--- src/rtl/bp_pkg.sv ---
// Shared types for the branch predictor front end and the EXE-stage resolve logic.
//   addr_t      : PC / target address type
//   pred_meta_t : prediction record carried alongside each instruction
//   PC_INC      : sequential PC increment
package bp_pkg;

    localparam int unsigned BP_ADDR_WIDTH = 64;

    typedef logic [BP_ADDR_WIDTH-1:0] addr_t;

    typedef struct packed {
        logic  valid;
        addr_t pc;
        logic  pred_taken;
        addr_t pred_target;
    } pred_meta_t;

    localparam addr_t PC_INC = BP_ADDR_WIDTH'(4);

endpackage : bp_pkg

--- src/rtl/bp_meta_stage.sv ---
// One pipeline register holding a prediction record.
//   clk, rst  : clock, async active-high reset
//   load_en   : capture d this edge
//   bubble    : write an invalid entry this edge, regardless of load_en
//   flush     : invalidate the entry this edge (highest priority)
//   d / q     : incoming / held prediction record
module bp_meta_stage
    import bp_pkg::*;
(
    input  logic       clk,
    input  logic       rst,
    input  logic       load_en,
    input  logic       bubble,
    input  logic       flush,
    input  pred_meta_t d,
    output pred_meta_t q
);

    pred_meta_t entry_d;
    pred_meta_t entry_q;

    // Next entry: flush/bubble only drop the valid bit, payload is don't-care.
    always_comb begin
        entry_d = entry_q;
        if (flush || bubble) begin
            entry_d.valid = 1'b0;
        end else if (load_en) begin
            entry_d = d;
        end
    end

    always_ff @(posedge clk or posedge rst) begin
        if (rst) begin
            entry_q <= '0;
        end else begin
            entry_q <= entry_d;
        end
    end

    assign q = entry_q;

endmodule : bp_meta_stage

--- src/rtl/branch_resolve_unit.sv ---
// Carries IF-stage predictions through IF/ID and ID/EXE, checks them against the
// actual branch outcome in EXE, redirects fetch on mispredict, and drives the
// predictor update port plus saturating branch/mispredict statistics.
//   clk, rst                       : clock, async active-high reset
//   valid_if, pc_if, jump_if,
//   pc_target_if                   : fetched instruction and its prediction
//   stall_id, stall_exe, flush     : pipeline control
//   is_branch_exe, taken_exe,
//   target_exe                     : actual outcome of the EXE instruction
//   redirect, redirect_pc          : combinational fetch restart
//   upd_valid/pc/target/taken      : registered predictor update
//   branch_cnt, mispred_cnt        : saturating statistics
module branch_resolve_unit #(
    parameter int unsigned ADDR_WIDTH = 64,
    parameter int unsigned CNT_WIDTH  = 32
) (
    input  logic                  clk,
    input  logic                  rst,
    input  logic                  valid_if,
    input  logic [ADDR_WIDTH-1:0] pc_if,
    input  logic                  jump_if,
    input  logic [ADDR_WIDTH-1:0] pc_target_if,
    input  logic                  stall_id,
    input  logic                  stall_exe,
    input  logic                  flush,
    input  logic                  is_branch_exe,
    input  logic                  taken_exe,
    input  logic [ADDR_WIDTH-1:0] target_exe,
    output logic                  redirect,
    output logic [ADDR_WIDTH-1:0] redirect_pc,
    output logic                  upd_valid,
    output logic [ADDR_WIDTH-1:0] upd_pc,
    output logic [ADDR_WIDTH-1:0] upd_target,
    output logic                  upd_taken,
    output logic [CNT_WIDTH-1:0]  branch_cnt,
    output logic [CNT_WIDTH-1:0]  mispred_cnt
);

    import bp_pkg::*;

    pred_meta_t if_entry;
    pred_meta_t ifid_q;
    pred_meta_t idex_q;

    logic                  resolve;
    logic                  mispred;
    logic                  actual_taken;
    logic                  idex_load;
    logic                  idex_bubble;
    addr_t                 seq_pc;
    logic [ADDR_WIDTH-1:0] seq_pc_w;

    logic                  resolved_d,   resolved_q;
    logic                  upd_valid_d,  upd_valid_q;
    logic [ADDR_WIDTH-1:0] upd_pc_d,     upd_pc_q;
    logic [ADDR_WIDTH-1:0] upd_target_d, upd_target_q;
    logic                  upd_taken_d,  upd_taken_q;
    logic [CNT_WIDTH-1:0]  branch_cnt_d, branch_cnt_q;
    logic [CNT_WIDTH-1:0]  mispred_cnt_d, mispred_cnt_q;

    // Prediction record entering IF/ID.
    always_comb begin
        if_entry             = '0;
        if_entry.valid       = valid_if;
        if_entry.pc          = BP_ADDR_WIDTH'(pc_if);
        if_entry.pred_taken  = jump_if;
        if_entry.pred_target = BP_ADDR_WIDTH'(pc_target_if);
    end

    // ID/EXE takes a bubble when ID stalls but EXE advances, or on redirect.
    assign idex_bubble = redirect || (stall_id && !stall_exe);
    assign idex_load   = !stall_exe || redirect;

    bp_meta_stage u_if_id (
        .clk     (clk),
        .rst     (rst),
        .load_en (!stall_id),
        .bubble  (redirect),
        .flush   (flush),
        .d       (if_entry),
        .q       (ifid_q)
    );

    bp_meta_stage u_id_exe (
        .clk     (clk),
        .rst     (rst),
        .load_en (!stall_exe),
        .bubble  (idex_bubble),
        .flush   (flush),
        .d       (ifid_q),
        .q       (idex_q)
    );

    // Resolve comparator; a non-branch predicted taken counts as an alias mispredict.
    always_comb begin
        seq_pc       = idex_q.pc + PC_INC;
        seq_pc_w     = ADDR_WIDTH'(seq_pc);
        actual_taken = is_branch_exe && taken_exe;
        resolve      = idex_q.valid && !resolved_q && !flush;
        mispred      = 1'b0;
        if (resolve) begin
            if (is_branch_exe) begin
                mispred = (idex_q.pred_taken != taken_exe) ||
                          (taken_exe && (idex_q.pred_target != BP_ADDR_WIDTH'(target_exe)));
            end else begin
                mispred = idex_q.pred_taken;
            end
        end
        redirect    = mispred;
        redirect_pc = '0;
        if (mispred) begin
            redirect_pc = actual_taken ? target_exe : seq_pc_w;
        end
    end

    // Update record, resolved flag and statistics for the next edge.
    always_comb begin
        upd_valid_d   = resolve && (is_branch_exe || idex_q.pred_taken);
        upd_pc_d      = '0;
        upd_target_d  = '0;
        upd_taken_d   = 1'b0;
        branch_cnt_d  = branch_cnt_q;
        mispred_cnt_d = mispred_cnt_q;
        resolved_d    = resolved_q;

        if (upd_valid_d) begin
            upd_pc_d     = ADDR_WIDTH'(idex_q.pc);
            upd_taken_d  = actual_taken;
            upd_target_d = is_branch_exe ? target_exe : seq_pc_w;
            if (branch_cnt_q != '1) begin
                branch_cnt_d = branch_cnt_q + CNT_WIDTH'(1);
            end
        end
        if (mispred && (mispred_cnt_q != '1)) begin
            mispred_cnt_d = mispred_cnt_q + CNT_WIDTH'(1);
        end

        // A held EXE entry resolves once; any new load of ID/EXE rearms it.
        if (flush || idex_load) begin
            resolved_d = 1'b0;
        end else if (resolve && stall_exe) begin
            resolved_d = 1'b1;
        end
    end

    always_ff @(posedge clk or posedge rst) begin
        if (rst) begin
            resolved_q    <= 1'b0;
            upd_valid_q   <= 1'b0;
            upd_pc_q      <= '0;
            upd_target_q  <= '0;
            upd_taken_q   <= 1'b0;
            branch_cnt_q  <= '0;
            mispred_cnt_q <= '0;
        end else begin
            resolved_q    <= resolved_d;
            upd_valid_q   <= upd_valid_d;
            upd_pc_q      <= upd_pc_d;
            upd_target_q  <= upd_target_d;
            upd_taken_q   <= upd_taken_d;
            branch_cnt_q  <= branch_cnt_d;
            mispred_cnt_q <= mispred_cnt_d;
        end
    end

    assign upd_valid   = upd_valid_q;
    assign upd_pc      = upd_pc_q;
    assign upd_target  = upd_target_q;
    assign upd_taken   = upd_taken_q;
    assign branch_cnt  = branch_cnt_q;
    assign mispred_cnt = mispred_cnt_q;

endmodule : branch_resolve_unit

--- config.mk ---
export PLATFORM = sky130hd
export DESIGN_NAME = branch_resolve_unit
export DESIGN_NICKNAME = d
export VERILOG_FILES = /design/src/rtl/bp_pkg.sv /design/src/rtl/bp_meta_stage.sv /design/src/rtl/branch_resolve_unit.sv
export SDC_FILE = /design/constraint.sdc
export NUM_CORES = 1
export LEC_CHECK = 0
export CORE_MARGIN = 2
export CORE_UTILIZATION = 35
export DETAILED_ROUTE_END_ITERATION = 12
export PLACE_DENSITY_LB_ADDON = 0.25
export REMOVE_ABC_BUFFERS = 1
export SYNTH_ARGS = -nofsm -noshare
export SYNTH_HDL_FRONTEND = slang
export SYNTH_HIERARCHICAL = 1
export SYNTH_SLANG_ARGS = --single-unit
export TNS_END_PERCENT = 20
--- constraint.sdc ---
create_clock -name clk -period 15.89 [get_ports clk]
set_clock_uncertainty 0.2 [all_clocks]
set_input_delay 3.178 -clock clk [delete_from_list [all_inputs] [get_ports clk]]
set_output_delay 3.178 -clock clk [all_outputs]
set_load 0.02 [all_outputs]
Yosys cells after proc, flatten, opt, wreduce, memory -nomap -nowiden. Index checks and enable logic that the tools add are counted.

Register bits: 455. Logic and storage cells: 64. Input bits: 201.

Bitwise gates (word level): 4. Reduce and logical (&&, ||, !) cells: 22. Eq/ne operators: 6. Multiplexer cells: 14. Add/subtract/negate cells: 3.

Operators by type and width (count): 2-to-1 mux 64 bit (5); 2-to-1 mux 130 bit (2); adder 32 x 1 -> 32 bit, second input constant (2); adder 64 x 3 -> 64 bit, second input constant (1); inequality test 32 bit, second input constant (2); inequality test 64 bit (1); logical AND 1 bit (8); logical OR 1 bit (7); 2-to-1 mux 1 bit (7); AND reduction 2 bit (3); inequality test 2 x 1 -> 1 bit, second input constant (2); inverter 1 bit (4); zero test 1 bit (3); nonzero test 2 bit (1); inequality test 1 bit (1).

Longest topological paths before layout.
Depth in word-level cells: 9. Mapped depth: 14. Gate-level depth less buffers: 9.

Hierarchy. The synthesis kept the hierarchy.

Modules (own cells, without submodules): branch_resolve_unit (sequential area each 4879.7 um^2, area each 10540.1 um^2, cells each 1142, times used 1); bp_meta_stage (sequential area each 3253.1 um^2, area each 4884.7 um^2, cells each 277, times used 2).

Worst setup path after synthesis. OpenSTA, ideal clock, no wires.

Kind: input to output. From: input is_branch_exe. To: output redirect_pc[54]. Arrival: 4898 ps. Setup slack: 7614 ps. Required time: 12512 ps. Stages: 9. Path buffers: 5. Cell sequence: buf_2 > and2_1 > buf_2 > o21a_1 > clkbuf_1 > nand2b_1 > buf_4 > buf_2 > a211oi_1.

Longest elaborated chain between the ends: 3. Elaborated cells between the ends (all ways): 5.

RTL lines: start: declaration (RTL line branch_resolve_unit.sv:26) `input logic is_branch_exe,`; 2-to-1 mux 1 bit or logical AND 1 bit (tied branches) (RTL line branch_resolve_unit.sv:102, branch_resolve_unit.sv:98); 2-to-1 mux 1 bit or 2-to-1 mux 64 bit (tied branches) (RTL line branch_resolve_unit.sv:101, branch_resolve_unit.sv:112); 2-to-1 mux 64 bit * (RTL line branch_resolve_unit.sv:111) `if (mispred) begin`; end: declaration (RTL line branch_resolve_unit.sv:30) `output logic [ADDR_WIDTH-1:0] redirect_pc,`.

Mark *: on every way between the ends. The rest lies on a longest branch, timed or not.

Worst setup path in the final report.
From: input target_exe[6]. To: output redirect_pc[35].

Longest elaborated chain between the ends: 6.

RTL lines: start: declaration (RTL line branch_resolve_unit.sv:28) `input logic [ADDR_WIDTH-1:0] target_exe,`; inequality test 64 bit (RTL line branch_resolve_unit.sv:104) `(taken_exe && (idex_q.pred_target != BP_ADDR_WIDTH'(target_exe)));`; logical AND 1 bit (RTL line branch_resolve_unit.sv:104); logical OR 1 bit (RTL line branch_resolve_unit.sv:103) `mispred = (idex_q.pred_taken != taken_exe) ||`; 2-to-1 mux 1 bit (RTL line branch_resolve_unit.sv:102) `if (is_branch_exe) begin`; 2-to-1 mux 1 bit (RTL line branch_resolve_unit.sv:101) `if (resolve) begin`; 2-to-1 mux 64 bit (RTL line branch_resolve_unit.sv:111).

Every way passes these cells.

==> impl_metrics.csv <==
group,metric,value,unit
floorplan,coreArea,57600,um^2
placement,dp_hpwl,48.1,mm
worst_setup_path,path_class,"in -> out",
power_and_ir_drop,ir_worst_vdd,0.0953,mV
final_layout,layout.nets,2341,
synth,ys_top_cells_by_area,"dfrtp_1 56%, mux2_2 14%, xor2_1 4.3%, nor2_1 3.3%, xnor2_1 3.2%",
worst_setup_path,setup.worst_path.start_class,"input pin",
clock_tree,path_clk_slew,70,ps
clock_tree,htree_levels,2,
synth,yosys.area.top_type_share,0.561,
floorplan,row_count,88,
synth,seq_area_frac_synth,0.561,
timing,tightest_slew,982,ps
worst_setup_path,slowest_stage,"nor4_1",
global_routing,track_usage,0.225,
timing,slew_viol_final,0,
global_routing,antenna_found_initial,15,
synth,synth_ff_type,"dfrtp_1",
global_routing,grt.overflow.total,0,
timing,tns,0,ps
worst_setup_path,cp_max_fo,63,
outcome,outcome,"completed",
synth,yosys_warnings,6,
worst_setup_path,cp-startpoint,"target_exe[6]",
flow_run,drv_cap,0,
synth,synth_top_family_by_area,"multiplexers",
clock_tree,clkLatencyLatePin,590,ps
synth,syn_area_per_cell,12.0,um^2
worst_setup_path,critPathBufInv,4,
worst_setup_path,r2r_setup_slack,9900,ps
min_path,holdCritPathClass,"reg -> reg",
drt,route.vias.total,14874,
timing,maxClockFrequency,0.0917,GHz
global_routing,grt_max_degree,130,
worst_setup_path,slowest_delay,810,ps
placement,portBuffers,459,
floorplan,ios,460,
clock_tree,clock-sinks,455,
clock_tree,cts_buffer_depth,3,
synth,ys_ff_latch,455,
global_routing,grt_pass1_wl,101,mm
power_and_ir_drop,power.density,117,nW/um^2
synth,synthMuxAreaShare,0.150,
synth,synthCells,1696,
timing,finalHoldWorstSlack,287,ps
worst_setup_path,crit_path_cell_trace,"clkdlybuf4s50_1, xor2_1, nor4_1, nand4_1, nor3_4, buf_4, nand2b_4, inv_2, o211a_1, clkdlybuf4s50_1",
worst_setup_path,path_common_cell,"clkdlybuf4s50_1",
placement,place_ws,4990,ps
worst_setup_path,r2r_start,"u_id_exe/q[6]",
timing,grt_setup_unrepaired,"no",
floorplan,die_area,60000,um^2
clock_tree,post_cts_buffers,0,
clock_tree,cts-hold-fix-buffers,0,
synth,synth-compound-area-share,0.0457,
final_layout,syn_to_final_growth,34.6,%
final_layout,fillers,5253,
floorplan,die_h,245,um
timing,fin_crit,10900,ps
synth,synth_cell_types,55,
worst_setup_path,critPathRequiredTime,12510,ps
placement,place.gp.congestion,0.875,
worst_setup_path,critPathCaptureType,"output port",
drt,drc,0,
power_and_ir_drop,p_leak,11.5,nW
clock_tree,cts-buffers-inserted,51,
synth,synthArstFlopShare,1.00,
worst_setup_path,cp.arrival,7530,ps
worst_setup_path,critPathTopFamily,"simple AND/OR/NAND/NOR gates",
clock_tree,ctsResizeCount,0,
timing,setup_violations,0,
timing,finalHoldViolCount,0,
clock_tree,cts_tree,"done",
global_routing,grt_pass1_vias,15288,
synth,synthAdderAreaFrac,0.00185,
floorplan,start_util,0.353,
drt,dr.pass1.iters,5,
final_layout,layout-drive-gt1-share,0.184,
timing,worst_slack,4990,ps
synth,synth_edf_count,0,
synth,synth_xor_area_frac,0.0750,
drt,routedWlPerCell,22.9,um
drt,routed_via_density,5.05,
timing,relSlewSlack,0.345,
min_path,hp-start,"u_if_id/q[16]",
clock_tree,cts-root-buf,"clkbuf_16",
drt,antenna_left,0,
timing,period_share,0.686,
floorplan,die_w,245,um
synth,yosys.area_share.simple,0.135,
drt,wl,67.7,mm
synth,synth_top_area_cell,"dfrtp_1",
synth,netlist_area,20300,um^2
drt,first_iter_violations,771,
power breakdown:
| part | internal, W | leakage (nW) | total, W | switching [W] |
|---|---|---|---|---|
| combinational | 0.000245 | 4.82 | 0.000483 | 0.000238 |
| clock | 0.000780 | 0.901 | 0.00127 | 0.000489 |
| sequential | 0.00130 | 5.77 | 0.00143 | 0.000130 |
| total | 0.00233 | 11.5 | 0.00319 | 0.000856 |
cells in the mapped netlist (3+ instances only):
library cell,instances
dfrtp_1,455
mux2_2,260
nor2_1,176
xor2_1,99
xnor2_1,75
nand2_1,73
and2_1,64
a211oi_1,52
nor3_1,45
nand4_1,44
nand3_1,42
clkbuf_1,41
a21oi_1,38
o21ai_0,27
nor4_1,26
buf_6,25
inv_1,25
and3_1,16
buf_2,16
mux2i_1,11
nand2b_1,6
nor2b_1,6
nor4b_1,6
or3_1,5
and4_1,4
nor4_2,4
o21a_1,4
a21o_1,3
buf_1,3
buf_4,3
ha_1,3
nor3b_2,3
o211a_1,3
o21ai_1,3
o21ba_2,3
o22ai_1,3
layout by cell type (no fill, tap or decap), types with 7 or more instances in the layout:
master           netlist  routed
mux2i_1               11      11
a211oi_1              52      52
nor2_1               176     176
buf_4                  3      16
dfrtp_1              455     455
nand2_1               73      72
a21oi_1               38      38
nor4_1                26      26
o21ai_0               27      27
nand4_1               44      44
xnor2_1               75      75
clkbuf_1              41       7
and2_1                64      63
mux2_2               260     260
and3_1                16      16
inv_1                 25      20
clkbuf_8               0      16
clkinv_2               0       9
xor2_1                99      99
clkdlybuf4s50_1        0     458
clkbuf_16              0      53
nor3_1                45      45
nand3_1               42      42
final cells by class:
class,count,area [um^2],share of cell area
flip-flops and latches,455,11400,0.416
multi-input cells,1127,8320,0.304
repair buffers,476,4730,0.173
clock buffers,76,1570,0.0575
well taps,765,957,0.0350
clock inverters,18,253,0.00924
inverters,26,116,0.00426
diodes,5,12.5,0.000458
layer usage:
layer	global-route usage	part of all wire
met1	0.301	0.43
met5	0	0.0019
met4	0.0502	0.014
met2	0.373	0.49
met3	0.0514	0.065
kinds of logic after synthesis:
logic type | after synthesis
XOR/XNOR | 174
flip-flops | 455
adder cells (fa/ha/maj) | 3
multiplexers | 271
buffers and inverters | 114
AND/OR/NAND/NOR | 536
AO/OA/AOI/OAI | 143
through the flow:
step | cells | total power (W) | util | cell area [um^2]
2_1_floorplan | 1608 | 0.00172 | - | 19800
3_3_place_gp | 2849 | 0.00193 | 0.443 | 25500
3_5_place_dp | 2849 | 0.00195 | 0.443 | 25500
4_1_cts | 2943 | 0.00323 | 0.475 | 27300
5_1_grt | 2947 | 0.00333 | 0.475 | 27300
6_report | 2948 | 0.00319 | 0.475 | 27300
worst paths after layout:
| kind | cells after the start | to |
|---|---|---|
| min | 1 | u_id_exe/q[16] |
| min reg2reg | 1 | u_id_exe/q[16] |
| max reg2reg | 10 | u_id_exe/q[80] |
| max | 10 | redirect_pc[35] |
| max in group asynchronous | 3 | u_if_id/q[97] |
| min in group asynchronous | 2 | upd_pc[15] |
state kept, by name, indices dropped and copies added, names as in the netlist:
name	count
resolved_q	1
upd_pc	64
mispred_cnt	32
branch_cnt	32
upd_target	64
u_if_id/q	130
upd_taken	1
upd_valid	1
u_id_exe/q	130
Power figures use the tool's default switching activity.
